$ cat src/rtl/multicycle_pkg.sv
// Shared types and select codes for the multicycle MIPS control unit.
// State encodings are visible on the debug state port, so keep them fixed.
package multicycle_pkg;

  typedef enum logic [3:0] {
    S_FETCH    = 4'd0,
    S_DECODE   = 4'd1,
    S_MEMADR   = 4'd2,
    S_MEMREAD  = 4'd3,
    S_MEMWB    = 4'd4,
    S_MEMWRITE = 4'd5,
    S_EXECUTE  = 4'd6,
    S_ALUWB    = 4'd7,
    S_BRANCH   = 4'd8,
    S_ADDIEX   = 4'd9,
    S_ADDIWB   = 4'd10,
    S_JUMP     = 4'd11,
    S_TRAP     = 4'd12
  } state_t;

  typedef enum logic [2:0] {
    CLS_NONE = 3'd0,
    CLS_LW   = 3'd1,
    CLS_SW   = 3'd2,
    CLS_BEQ  = 3'd3,
    CLS_BNE  = 3'd4
  } cls_t;

  localparam logic [1:0] ALUOP_ADD   = 2'b00;
  localparam logic [1:0] ALUOP_SUB   = 2'b01;
  localparam logic [1:0] ALUOP_FUNCT = 2'b10;

  localparam logic [1:0] PCSRC_ALU    = 2'b00;
  localparam logic [1:0] PCSRC_ALUOUT = 2'b01;
  localparam logic [1:0] PCSRC_JUMP   = 2'b10;

  localparam logic [1:0] SRCB_REG    = 2'b00;
  localparam logic [1:0] SRCB_FOUR   = 2'b01;
  localparam logic [1:0] SRCB_IMM    = 2'b10;
  localparam logic [1:0] SRCB_OFFSET = 2'b11;

  // States whose exit back to FETCH completes an instruction.
  function automatic logic retires(state_t s);
    case (s)
      S_MEMWB, S_MEMWRITE, S_ALUWB, S_ADDIWB, S_BRANCH, S_JUMP: retires = 1'b1;
      default:                                                  retires = 1'b0;
    endcase
  endfunction

endpackage

$ cat src/rtl/multicycle_ctrl_decode.sv
// Opcode lookup used in DECODE: gives the state to enter and the class to latch.
// Unknown opcodes (and bne when disabled) route to TRAP.
module multicycle_ctrl_decode
  import multicycle_pkg::*;
#(
  parameter int OP_W     = 6,
  parameter int OP_RTYPE = 0,
  parameter int OP_LW    = 35,
  parameter int OP_SW    = 43,
  parameter int OP_BEQ   = 4,
  parameter int OP_BNE   = 5,
  parameter int OP_ADDI  = 8,
  parameter int OP_J     = 2,
  parameter bit EN_BNE   = 1'b1
) (
  input  logic [OP_W-1:0] op,
  output logic [3:0]      next_state,
  output logic [2:0]      next_class
);

  always_comb begin
    next_state = S_TRAP;
    next_class = CLS_NONE;
    if (op == OP_W'(OP_LW)) begin
      next_state = S_MEMADR;
      next_class = CLS_LW;
    end else if (op == OP_W'(OP_SW)) begin
      next_state = S_MEMADR;
      next_class = CLS_SW;
    end else if (op == OP_W'(OP_RTYPE)) begin
      next_state = S_EXECUTE;
    end else if (op == OP_W'(OP_BEQ)) begin
      next_state = S_BRANCH;
      next_class = CLS_BEQ;
    end else if (EN_BNE && (op == OP_W'(OP_BNE))) begin
      next_state = S_BRANCH;
      next_class = CLS_BNE;
    end else if (op == OP_W'(OP_ADDI)) begin
      next_state = S_ADDIEX;
    end else if (op == OP_W'(OP_J)) begin
      next_state = S_JUMP;
    end
  end

endmodule

$ cat src/rtl/multicycle_ctrl.sv
// Moore control FSM for the multicycle MIPS datapath with memory-ready stalls,
// a latched instruction class, a sticky illegal-opcode trap and a retire counter.
module multicycle_ctrl
  import multicycle_pkg::*;
#(
  parameter int OP_W     = 6,
  parameter int OP_RTYPE = 0,
  parameter int OP_LW    = 35,
  parameter int OP_SW    = 43,
  parameter int OP_BEQ   = 4,
  parameter int OP_BNE   = 5,
  parameter int OP_ADDI  = 8,
  parameter int OP_J     = 2,
  parameter bit EN_BNE   = 1'b1,
  parameter int CNT_W    = 32
) (
  input  logic             clk,
  input  logic             rst,
  input  logic [OP_W-1:0]  OP,
  input  logic             mem_ready,
  output logic             IorD,
  output logic             ALUSrcA,
  output logic             IRWrite,
  output logic             PCWrite,
  output logic             RegDst,
  output logic             MemtoReg,
  output logic             RegWrite,
  output logic             Branch,
  output logic             BranchNe,
  output logic             MemWrite,
  output logic [1:0]       ALUSrcB,
  output logic [1:0]       ALUOp,
  output logic [1:0]       PCSrc,
  output logic             mem_req,
  output logic             trap,
  output logic [3:0]       state,
  output logic [CNT_W-1:0] retired
);

  state_t     cur;
  state_t     nxt;
  cls_t       cls;
  logic [3:0] dec_state;
  logic [2:0] dec_class;

  multicycle_ctrl_decode #(
    .OP_W     (OP_W),
    .OP_RTYPE (OP_RTYPE),
    .OP_LW    (OP_LW),
    .OP_SW    (OP_SW),
    .OP_BEQ   (OP_BEQ),
    .OP_BNE   (OP_BNE),
    .OP_ADDI  (OP_ADDI),
    .OP_J     (OP_J),
    .EN_BNE   (EN_BNE)
  ) u_decode (
    .op         (OP),
    .next_state (dec_state),
    .next_class (dec_class)
  );

  always_comb begin
    nxt = S_FETCH;
    case (cur)
      S_FETCH:    nxt = mem_ready ? S_DECODE : S_FETCH;
      S_DECODE:   nxt = state_t'(dec_state);
      // Routing after DECODE relies on the latched class; OP may have moved on.
      S_MEMADR:   nxt = (cls == CLS_SW) ? S_MEMWRITE : S_MEMREAD;
      S_MEMREAD:  nxt = mem_ready ? S_MEMWB : S_MEMREAD;
      S_MEMWRITE: nxt = mem_ready ? S_FETCH : S_MEMWRITE;
      S_EXECUTE:  nxt = S_ALUWB;
      S_ADDIEX:   nxt = S_ADDIWB;
      S_TRAP:     nxt = S_TRAP;
      default:    nxt = S_FETCH;
    endcase
  end

  always_ff @(posedge clk) begin
    if (!rst) begin
      cur     <= S_FETCH;
      cls     <= CLS_NONE;
      retired <= '0;
    end else begin
      cur <= nxt;
      if (cur == S_DECODE) cls <= cls_t'(dec_class);
      if (retires(cur) && (nxt == S_FETCH)) retired <= retired + CNT_W'(1);
    end
  end

  assign state = cur;

  // Moore decode; only the FETCH strobes look at mem_ready.
  always_comb begin
    IorD     = 1'b0;
    ALUSrcA  = 1'b0;
    IRWrite  = 1'b0;
    PCWrite  = 1'b0;
    RegDst   = 1'b0;
    MemtoReg = 1'b0;
    RegWrite = 1'b0;
    Branch   = 1'b0;
    BranchNe = 1'b0;
    MemWrite = 1'b0;
    ALUSrcB  = SRCB_REG;
    ALUOp    = ALUOP_ADD;
    PCSrc    = PCSRC_ALU;
    mem_req  = 1'b0;
    trap     = 1'b0;
    case (cur)
      S_FETCH: begin
        mem_req = 1'b1;
        ALUSrcB = SRCB_FOUR;
        IRWrite = mem_ready;
        PCWrite = mem_ready;
      end
      S_DECODE: ALUSrcB = SRCB_OFFSET;
      S_MEMADR, S_ADDIEX: begin
        ALUSrcA = 1'b1;
        ALUSrcB = SRCB_IMM;
        ALUOp   = ALUOP_ADD;
      end
      S_MEMREAD: begin
        IorD    = 1'b1;
        mem_req = 1'b1;
      end
      S_MEMWB: begin
        MemtoReg = 1'b1;
        RegWrite = 1'b1;
      end
      S_MEMWRITE: begin
        IorD     = 1'b1;
        MemWrite = 1'b1;
        mem_req  = 1'b1;
      end
      S_EXECUTE: begin
        ALUSrcA = 1'b1;
        ALUOp   = ALUOP_FUNCT;
      end
      S_ALUWB: begin
        RegDst   = 1'b1;
        RegWrite = 1'b1;
      end
      S_BRANCH: begin
        ALUSrcA  = 1'b1;
        ALUOp    = ALUOP_SUB;
        PCSrc    = PCSRC_ALUOUT;
        Branch   = (cls == CLS_BEQ);
        BranchNe = (cls == CLS_BNE);
      end
      S_ADDIWB: RegWrite = 1'b1;
      S_JUMP: begin
        PCSrc   = PCSRC_JUMP;
        PCWrite = 1'b1;
      end
      S_TRAP: trap = 1'b1;
      default: ;
    endcase
  end

endmodule

$ cat config.mk
export PLATFORM = sky130hd
export DESIGN_NAME = multicycle_ctrl
export DESIGN_NICKNAME = d
export VERILOG_FILES = /design/src/rtl/multicycle_pkg.sv /design/src/rtl/multicycle_ctrl_decode.sv /design/src/rtl/multicycle_ctrl.sv
export SDC_FILE = /design/constraint.sdc
export NUM_CORES = 1
export LEC_CHECK = 0
export BUFFER_PORTS_ARGS = -buffer_cell sky130_fd_sc_hd__buf_4
export CAP_MARGIN = 20
export CORE_UTILIZATION = 45
export CTS_CLUSTER_DIAMETER = 30
export DETAILED_ROUTE_END_ITERATION = 6
export HOLD_SLACK_MARGIN = 0.08
export PLACE_DENSITY = 0.79
export SLEW_MARGIN = 20
export SYNTH_ARGS = -nofsm -noshare
export SYNTH_HDL_FRONTEND = slang
export SYNTH_SLANG_ARGS = --single-unit
export TNS_END_PERCENT = 1
$ cat constraint.sdc
create_clock -name clk -period 5.33 [get_ports clk]
set_input_delay 0.7995 -clock clk [delete_from_list [all_inputs] [get_ports clk]]
set_output_delay 0.7995 -clock clk [all_outputs]
set_load 0.1 [all_outputs]
==> results of run 1 <==
## synthesized netlist by cell type, types with 2 or more instances
library cell               instances  area [µm²]
sky130_fd_sc_hd__nor3_1           12        60.1
sky130_fd_sc_hd__nor2_1           32         120
sky130_fd_sc_hd__or4_1             7        52.6
sky130_fd_sc_hd__xor2_1            4        35.0
sky130_fd_sc_hd__and3_1            6        37.5
sky130_fd_sc_hd__or3_1            10        62.6
sky130_fd_sc_hd__nand2b_1          7        43.8
sky130_fd_sc_hd__a31oi_1           2        12.5
sky130_fd_sc_hd__dfxtp_1          39         781
sky130_fd_sc_hd__clkbuf_1         12        45.0
sky130_fd_sc_hd__and4_1            3        26.3
sky130_fd_sc_hd__nor3b_1           2        15.0
sky130_fd_sc_hd__o22ai_1           4        25.0
sky130_fd_sc_hd__nor4b_1           2        17.5
sky130_fd_sc_hd__or2_2             3        18.8
sky130_fd_sc_hd__mux2i_1           4        40.0
sky130_fd_sc_hd__o31ai_1           8        60.1
sky130_fd_sc_hd__nor2b_1           3        18.8
sky130_fd_sc_hd__inv_1             9        33.8
sky130_fd_sc_hd__a21oi_1          24         120
sky130_fd_sc_hd__xnor2_1          12         105
sky130_fd_sc_hd__buf_6             2        22.5
sky130_fd_sc_hd__nand2_1          19        71.3
sky130_fd_sc_hd__nor4_1            7        43.8
sky130_fd_sc_hd__nand3_1          15        75.1
sky130_fd_sc_hd__nand4_1           3        18.8
sky130_fd_sc_hd__o21ai_0          12        60.1
## report_power, final
group	internal, mW	switching [mW]	total [mW]	leakage [nW]
clock network	0.0918	0.0995	0.191	0.0422
logic	0.0419	0.139	0.181	0.679
registers	0.296	0.0128	0.309	0.315
## worst min-delay path, cell delays in order (launching register included)
cell and delay, ns:
sky130_fd_sc_hd__dfxtp_1 0.33, sky130_fd_sc_hd__o31ai_1 0.06, sky130_fd_sc_hd__a21oi_1 0.05
## metal layers
metal,wire length (µm),vias up,track usage
li1,-,1126,-
met4,82,0,0.0806
met3,239,10,0.0361
met2,2360,62,0.322
met1,2490,1030,0.277
met5,0,-,0
## area by class of cell
class                      count  area share
multi-input combinational    218       0.474
sequential                    39       0.283
timing repair buffer          62       0.169
tap                           67      0.0304
clock buffer                   7      0.0277
inverter                      10      0.0136
clock inverter                 1     0.00182
## how the worst max path moves through the flow
stage | endpoint | slack, ns | cells past startpoint
after global routing | ALUSrcB[1] | 2.30 | 4
after CTS | ALUSrcB[1] | 2.44 | 4
after global placement | retired[31] | 2.61 | 6
after floorplan | Branch | 0.70 | 5
final | ALUSrcB[1] | 2.43 | 4
after detailed placement | retired[19] | 2.57 | 6
## stage by stage
stage                util  cells  area (µm²)
finish              0.583    404        2760
global route        0.583    404        2760
CTS                 0.583    404        2760
detailed placement  0.566    396        2670
global placement    0.566    396        2670
floorplan               -    284        2210
## flip-flops by register name (all words and copies together), names as in the netlist
| signal | cells |
|---|---|
| state | 4 |
| retired | 32 |
| cls | 3 |
## cells by family after synthesis
group,count (synthesis)
AO/OA/AOI/OAI,59
AND/OR/NAND/NOR,137
XOR/XNOR,16
buffers and inverters,27
adder cells (fa/ha/maj),1
flip-flops,39
multiplexers,5
==> impl_metrics.prom, run 1 <==
# TYPE chip_impl_metric gauge
chip_impl_metric{name="worstRegToRegCells",unit=""} 5
chip_impl_metric{name="synthesis.instances",unit=""} 284
chip_impl_metric{name="detailedPlacementHpwl",unit="mm"} 3.72
chip_impl_metric{name="numCtsBuffers",unit=""} 5
chip_impl_metric{name="worst_slew_pin_slew",unit="ns"} 0.920
chip_impl_metric{name="synth_nets",unit=""} 294
chip_impl_info{name="worst-setup-path-type",value="register to output pin"} 1
chip_impl_metric{name="ff_latch_area",unit="µm²"} 781
chip_impl_metric{name="clk_pin_slew",unit="ns"} 0.07
chip_impl_metric{name="postSynth.asyncResetShare",unit=""} 0
chip_impl_metric{name="final_antenna_net_count",unit=""} 0
chip_impl_metric{name="num_vias",unit=""} 2228
chip_impl_info{name="cp-startpoint",value="state[1]"} 1
chip_impl_metric{name="hold_ws",unit="ns"} 0.491
chip_impl_metric{name="synthXorXnorAreaFrac",unit=""} 0.0636
chip_impl_metric{name="vdd_drop_max",unit="V"} 0.000130
chip_impl_info{name="hold_crit_endpoint",value="retired[31]"} 1
chip_impl_metric{name="min_path_cells",unit=""} 2
chip_impl_metric{name="top_level_ports",unit=""} 63
chip_impl_metric{name="initial_core_util",unit=""} 0.466
chip_impl_info{name="timing.hold.worst.start",value="retired[31]"} 1
chip_impl_info{name="tritoncts_clock_tree",value="yes"} 1
chip_impl_metric{name="dr.pass1.iters",unit=""} 5
chip_impl_info{name="critical_path_top_delay_cell",value="sky130_fd_sc_hd__dfxtp_1"} 1
chip_impl_metric{name="htree_levels",unit=""} 2
chip_impl_metric{name="synth_seq_area_share",unit=""} 0.354
chip_impl_metric{name="post_synth_mux_area_share",unit=""} 0.0233
chip_impl_metric{name="grtUsageTotal",unit=""} 0.203
chip_impl_info{name="postSynth.topFlopCell",value="sky130_fd_sc_hd__dfxtp_1"} 1
chip_impl_info{name="worstPathCellList",value="nand2b_1 -> or2_2 -> a21oi_1 -> buf_4"} 1
chip_impl_metric{name="regToRegSetupSlack",unit="ns"} 2.63
chip_impl_metric{name="grt_pass1_vias",unit=""} 1857
chip_impl_metric{name="route.detailed.vias_per_inst",unit=""} 5.51
chip_impl_metric{name="max_slew_margin",unit=""} 0.383
chip_impl_info{name="outcome",value="finished clean"} 1
chip_impl_metric{name="remaining_drc_errors",unit=""} 0
chip_impl_metric{name="critPathArrivalTime",unit="ns"} 2.10
chip_impl_metric{name="tritoncts_num_sinks",unit=""} 39
chip_impl_metric{name="synthesis.area",unit="µm²"} 2200
chip_impl_metric{name="filler_cell_count",unit=""} 450
chip_impl_metric{name="flow.area_growth_from_synthesis",unit="%"} 25.0
chip_impl_metric{name="timing.final.setup_violations",unit=""} 0
chip_impl_metric{name="final.period_utilization",unit=""} 0.544
chip_impl_metric{name="synth-edff-count",unit=""} 0
chip_impl_metric{name="cap_violations",unit=""} 0
chip_impl_metric{name="area_of_the_die",unit="µm²"} 5180
chip_impl_metric{name="num_rows",unit=""} 25
chip_impl_metric{name="clk-insertion-delay-late",unit="ns"} 0.29
chip_impl_metric{name="final.setup.tns",unit="ns"} 0
chip_impl_metric{name="numPortBuffers",unit=""} 62
chip_impl_metric{name="leakage",unit="nW"} 1.04
chip_impl_info{name="rsz0062_at_grt",value="false"} 1
chip_impl_metric{name="worst_clock_skew",unit="ns"} 0.00516
chip_impl_metric{name="powerDensity",unit="nW/µm²"} 247
chip_impl_metric{name="layout_cells_sized_above_1",unit=""} 0.226
chip_impl_metric{name="fp.coreArea",unit="µm²"} 4720
chip_impl_metric{name="drt-total-wl",unit="mm"} 5.17
chip_impl_info{name="critPathLaunchType",value="register"} 1
chip_impl_metric{name="initialDrtViolationCount",unit=""} 166
chip_impl_metric{name="n_antenna_cell",unit=""} 0
chip_impl_info{name="crit_path_end_kind",value="output pin"} 1
chip_impl_metric{name="hold_violations",unit=""} 0
chip_impl_metric{name="crit_path_max_incr_delay",unit="ns"} 0.72
chip_impl_metric{name="syn_area_per_cell",unit="µm²"} 7.76
chip_impl_metric{name="critPathMaxFanout",unit=""} 19
chip_impl_info{name="clk_tree_root_cell",value="sky130_fd_sc_hd__clkbuf_8"} 1
chip_impl_info{name="reg_to_reg_start",value="state[1]"} 1
chip_impl_metric{name="place_ws",unit="ns"} 2.57
chip_impl_metric{name="grt_start_max_net_pins",unit=""} 35
chip_impl_info{name="r2r_end",value="retired[19]"} 1
chip_impl_metric{name="post_synth_and_or_nand_nor_area_fraction",unit=""} 0.337
chip_impl_info{name="worst_hold_path_type",value="register to register"} 1
chip_impl_metric{name="avgRoutedWirePerCell",unit="µm"} 12.8
chip_impl_metric{name="ys.warnings.count",unit=""} 0
chip_impl_metric{name="multi_input_combinational_cell_area",unit="µm²"} 1310
chip_impl_metric{name="slew_viol_final",unit=""} 0
chip_impl_metric{name="critPathBufInv",unit=""} 1
chip_impl_metric{name="die_width",unit="µm"} 72.0
chip_impl_info{name="mostFrequentLayoutCell",value="sky130_fd_sc_hd__buf_4"} 1
chip_impl_metric{name="routabilityCongestion",unit=""} 0.808
chip_impl_info{name="crit_family",value="flip-flops"} 1
chip_impl_metric{name="antenna_found_initial",unit=""} 0
chip_impl_metric{name="ctsResizeCount",unit=""} 0
chip_impl_metric{name="die-height",unit="µm"} 72.0
chip_impl_metric{name="p_total",unit="mW"} 0.681
chip_impl_metric{name="fmax",unit="MHz"} 345
chip_impl_metric{name="synth_compound_area_frac",unit=""} 0.161
chip_impl_metric{name="final_critical_path_setup_slack",unit="ns"} 2.43
chip_impl_metric{name="postCtsSetupRepairBufs",unit=""} 0
chip_impl_metric{name="ctsLongestPathBuffers",unit=""} 2
chip_impl_metric{name="crit_required",unit="ns"} 4.53
chip_impl_metric{name="final_net_count",unit=""} 346
chip_impl_metric{name="hold_buffers",unit=""} 0
chip_impl_metric{name="grt_first_pass_wirelength",unit="mm"} 8.42
chip_impl_metric{name="total_grt_overflow",unit=""} 0
chip_impl_info{name="dominant_combinational_cell_family_by_area_after_synthesis",value="simple AND/OR/NAND/NOR gates"} 1
chip_impl_metric{name="synth.lib_cells_used.distinct",unit=""} 48
chip_impl_metric{name="period_needed",unit="ns"} 2.90
chip_impl_metric{name="synthAdderAreaFrac",unit=""} 0.00568
chip_impl_info{name="layout_common_cells",value="sky130_fd_sc_hd__buf_4 (62), sky130_fd_sc_hd__dfxtp_1 (39), sky130_fd_sc_hd__nor2_1 (32)"} 1
chip_impl_metric{name="ys_ff_latch",unit=""} 39
Note: power is estimated with default switching activity, not from simulation.
==> run 2: changes to the inputs <==
--- a/config.mk
+++ b/config.mk
@@ -11,7 +11,7 @@
 export CTS_CLUSTER_DIAMETER = 30
 export DETAILED_ROUTE_END_ITERATION = 6
 export HOLD_SLACK_MARGIN = 0.08
-export PLACE_DENSITY = 0.79
+export PLACE_DENSITY = 0.81
 export SLEW_MARGIN = 20
 export SYNTH_ARGS = -nofsm -noshare
 export SYNTH_HDL_FRONTEND = slang
==> constraint.sdc (replaced) <==
create_clock -name clk -period 2.6 [get_ports clk]
set_input_delay 0.39 -clock clk [delete_from_list [all_inputs] [get_ports clk]]
set_output_delay 0.39 -clock clk [all_outputs]
set_load 0.1 [all_outputs]
==> run 2 against run 1 <==
Compared with the run above:
- largest power group unchanged
- critical path depth increased by 1
- via count is essentially flat
- combinational power up 120%
- cell area grew 6.7%
- sequential share of layout area shrank 1.3 points
- largest cell class unchanged
- first-iteration DRC count down 22%
==> impl_metrics.prom, run 2 (synthesis results as in run 1) <==
# TYPE chip_impl_metric gauge
chip_impl_metric{name="ff_latch_area",unit="µm²"} 795
chip_impl_metric{name="layout_cells_sized_above_1",unit=""} 0.295
chip_impl_metric{name="postCtsSetupRepairBufs",unit=""} 0
chip_impl_metric{name="grt_first_pass_wirelength",unit="mm"} 9.25
chip_impl_metric{name="grt_start_max_net_pins",unit=""} 24
chip_impl_metric{name="crit_required",unit="ns"} 2.81
chip_impl_metric{name="flip_flop_count_of_the_largest_register_all_copies_and_words_added",unit=""} 32
chip_impl_metric{name="powerDensity",unit="nW/µm²"} 541
chip_impl_metric{name="total_switching_power",unit="mW"} 0.540
chip_impl_info{name="clk_tree_root_cell",value="sky130_fd_sc_hd__clkbuf_8"} 1
chip_impl_metric{name="regToRegSetupSlack",unit="ns"} 0.29
chip_impl_info{name="r2r_end",value="retired[19]"} 1
chip_impl_metric{name="fmax",unit="MHz"} 433
chip_impl_metric{name="timing.final.setup_violations",unit=""} 0
chip_impl_metric{name="final_net_count",unit=""} 351
chip_impl_metric{name="filler_cell_count",unit=""} 426
chip_impl_info{name="reg_to_reg_start",value="state[0]"} 1
chip_impl_metric{name="numPortBuffers",unit=""} 62
chip_impl_metric{name="cap_violations",unit=""} 0
chip_impl_info{name="hold_crit_endpoint",value="state[2]"} 1
chip_impl_metric{name="die-height",unit="µm"} 72.0
chip_impl_metric{name="leakage",unit="nW"} 1.08
chip_impl_metric{name="avgRoutedWirePerCell",unit="µm"} 13.2
chip_impl_info{name="tritoncts_clock_tree",value="yes"} 1
chip_impl_info{name="timing.hold.worst.start",value="rst"} 1
chip_impl_metric{name="initial_core_util",unit=""} 0.466
chip_impl_info{name="layout_common_cells",value="sky130_fd_sc_hd__buf_4 (67), sky130_fd_sc_hd__dfxtp_1 (34), sky130_fd_sc_hd__nor2_1 (26)"} 1
chip_impl_metric{name="route.detailed.vias_per_inst",unit=""} 5.44
chip_impl_metric{name="n_antenna_cell",unit=""} 0
chip_impl_metric{name="max_slew_margin",unit=""} 0.654
chip_impl_info{name="critPathLaunchType",value="register"} 1
chip_impl_metric{name="worstRegToRegCells",unit=""} 5
chip_impl_metric{name="drt-total-wl",unit="mm"} 5.40
chip_impl_metric{name="hold_ws",unit="ns"} 0.390
chip_impl_metric{name="seqPwrFrac",unit=""} 0.400
chip_impl_metric{name="hold_buffers",unit=""} 0
chip_impl_metric{name="total_grt_overflow",unit=""} 0
chip_impl_metric{name="htree_levels",unit=""} 2
chip_impl_info{name="outcome",value="finished clean"} 1
chip_impl_metric{name="grt_pass1_vias",unit=""} 1998
chip_impl_metric{name="antenna_found_initial",unit=""} 0
chip_impl_metric{name="final_antenna_net_count",unit=""} 0
chip_impl_metric{name="critPathMaxFanout",unit=""} 23
chip_impl_info{name="rsz0062_at_grt",value="false"} 1
chip_impl_metric{name="detailedPlacementHpwl",unit="mm"} 3.86
chip_impl_info{name="worst-setup-path-type",value="register to register"} 1
chip_impl_info{name="mostFrequentLayoutCell",value="sky130_fd_sc_hd__buf_4"} 1
chip_impl_metric{name="initialDrtViolationCount",unit=""} 129
chip_impl_metric{name="p_int",unit="mW"} 1.05
chip_impl_metric{name="slew_viol_final",unit=""} 0
chip_impl_metric{name="worst_clock_skew",unit="ns"} 0.0110
chip_impl_metric{name="grtUsageTotal",unit=""} 0.222
chip_impl_info{name="crit_path_end_kind",value="register"} 1
chip_impl_metric{name="tritoncts_num_sinks",unit=""} 39
chip_impl_metric{name="critPathArrivalTime",unit="ns"} 2.52
chip_impl_metric{name="period_needed",unit="ns"} 2.31
chip_impl_metric{name="area_of_the_die",unit="µm²"} 5180
chip_impl_metric{name="hold_violations",unit=""} 0
chip_impl_metric{name="clockPowerShare",unit=""} 0.350
chip_impl_metric{name="p_total",unit="mW"} 1.59
chip_impl_metric{name="clk_pin_slew",unit="ns"} 0.08
chip_impl_metric{name="numCtsBuffers",unit=""} 5
chip_impl_metric{name="ctsLongestPathBuffers",unit=""} 2
chip_impl_metric{name="routabilityCongestion",unit=""} 0.904
chip_impl_metric{name="remaining_drc_errors",unit=""} 0
chip_impl_metric{name="ctsResizeCount",unit=""} 0
chip_impl_metric{name="vdd_drop_max",unit="V"} 0.000308
chip_impl_metric{name="combPwrFrac",unit=""} 0.249
chip_impl_metric{name="flow.area_growth_from_synthesis",unit="%"} 33.4
chip_impl_info{name="worst_hold_path_type",value="primary input to register"} 1
chip_impl_metric{name="num_vias",unit=""} 2226
chip_impl_metric{name="top_level_ports",unit=""} 63
chip_impl_metric{name="min_path_cells",unit=""} 2
chip_impl_metric{name="switching_share",unit=""} 0.339
chip_impl_metric{name="clk-insertion-delay-late",unit="ns"} 0.29
chip_impl_metric{name="final.period_utilization",unit=""} 0.888
chip_impl_metric{name="die_width",unit="µm"} 72.0
chip_impl_metric{name="num_rows",unit=""} 25
chip_impl_metric{name="multi_input_combinational_cell_area",unit="µm²"} 1390
chip_impl_metric{name="fp.coreArea",unit="µm²"} 4720
chip_impl_metric{name="dr.pass1.iters",unit=""} 4
chip_impl_metric{name="worst_slew_pin_slew",unit="ns"} 0.513
chip_impl_info{name="register_bank_with_the_most_flops",value="retired"} 1
-- run 2: cell types whose count changed in the layout (fill, tap and decap cells not counted), moves of 2 or more --
| cell | before | now |
|---|---|---|
| sky130_fd_sc_hd__dfxtp_4 | 0 | 3 |
| sky130_fd_sc_hd__dfxtp_2 | 0 | 2 |
| sky130_fd_sc_hd__nor3_1 | 11 | 9 |
| sky130_fd_sc_hd__dfxtp_1 | 39 | 34 |
| sky130_fd_sc_hd__nor2_2 | 0 | 5 |
| sky130_fd_sc_hd__nor3_4 | 0 | 2 |
| sky130_fd_sc_hd__nor2_1 | 32 | 26 |
| sky130_fd_sc_hd__buf_4 | 62 | 67 |
-- run 2: power by group through the flow --
| stage | logic (mW) | registers (mW) | clock network, mW |
|---|---|---|---|
| finish | 0.397 | 0.637 | 0.557 |
| global route | 0.417 | 0.641 | 0.593 |
| CTS | 0.398 | 0.637 | 0.563 |
| detailed placement | 0.397 | 0.651 | 0 |
| global placement | 0.394 | 0.650 | 0 |
| floorplan | 0.287 | 0.684 | 0 |
-- run 2: layout make-up --
| type | count | area share |
|---|---|---|
| Tap cell | 67 | 0.0285 |
| Sequential cell | 39 | 0.270 |
| Inverter | 10 | 0.0128 |
| Timing Repair Buffer | 67 | 0.171 |
| Clock inverter | 1 | 0.0102 |
| Clock buffer | 7 | 0.0332 |
| Multi-Input combinational cell | 218 | 0.474 |
-- run 2: worst max path at each step --
stage,start,cells after the start,endpoint
after floorplan,state[3],5,Branch
after global placement,state[0],5,retired[31]
after detailed placement,state[0],5,retired[19]
after CTS,state[0],5,retired[19]
after global routing,state[0],5,retired[31]
final,state[0],5,retired[19]
-- run 2: per-layer routing --
layer | up-vias | GRT usage | part of all wire | wire length, µm
met5 | - | 0 | 0 | 0
met1 | 1011 | 0.300 | 0.46 | 2470
met2 | 63 | 0.351 | 0.48 | 2590
met3 | 7 | 0.0444 | 0.053 | 284
li1 | 1145 | - | - | -
met4 | 0 | 0.0828 | 0.011 | 59
-- run 2: critical path, stage by stage, from the launching register on --
cell                       delay (ns)
sky130_fd_sc_hd__dfxtp_2         0.55
sky130_fd_sc_hd__nand2b_1        0.24
sky130_fd_sc_hd__a21oi_1         0.11
sky130_fd_sc_hd__or4_4           0.65
sky130_fd_sc_hd__or4_1           0.50
sky130_fd_sc_hd__a21oi_1         0.18
-- run 2: per-stage QoR --
stage,setup TNS [ns],cells,utilization,worst slack [ns],cell area (µm²)
after floorplan,-1.66,284,-,-0.170,2330
after global placement,0,401,0.595,0.412,2810
after detailed placement,0,401,0.595,0.310,2810
after CTS,0,409,0.623,0.291,2940
after global routing,0,409,0.623,0.207,2940
final,0,409,0.623,0.292,2940
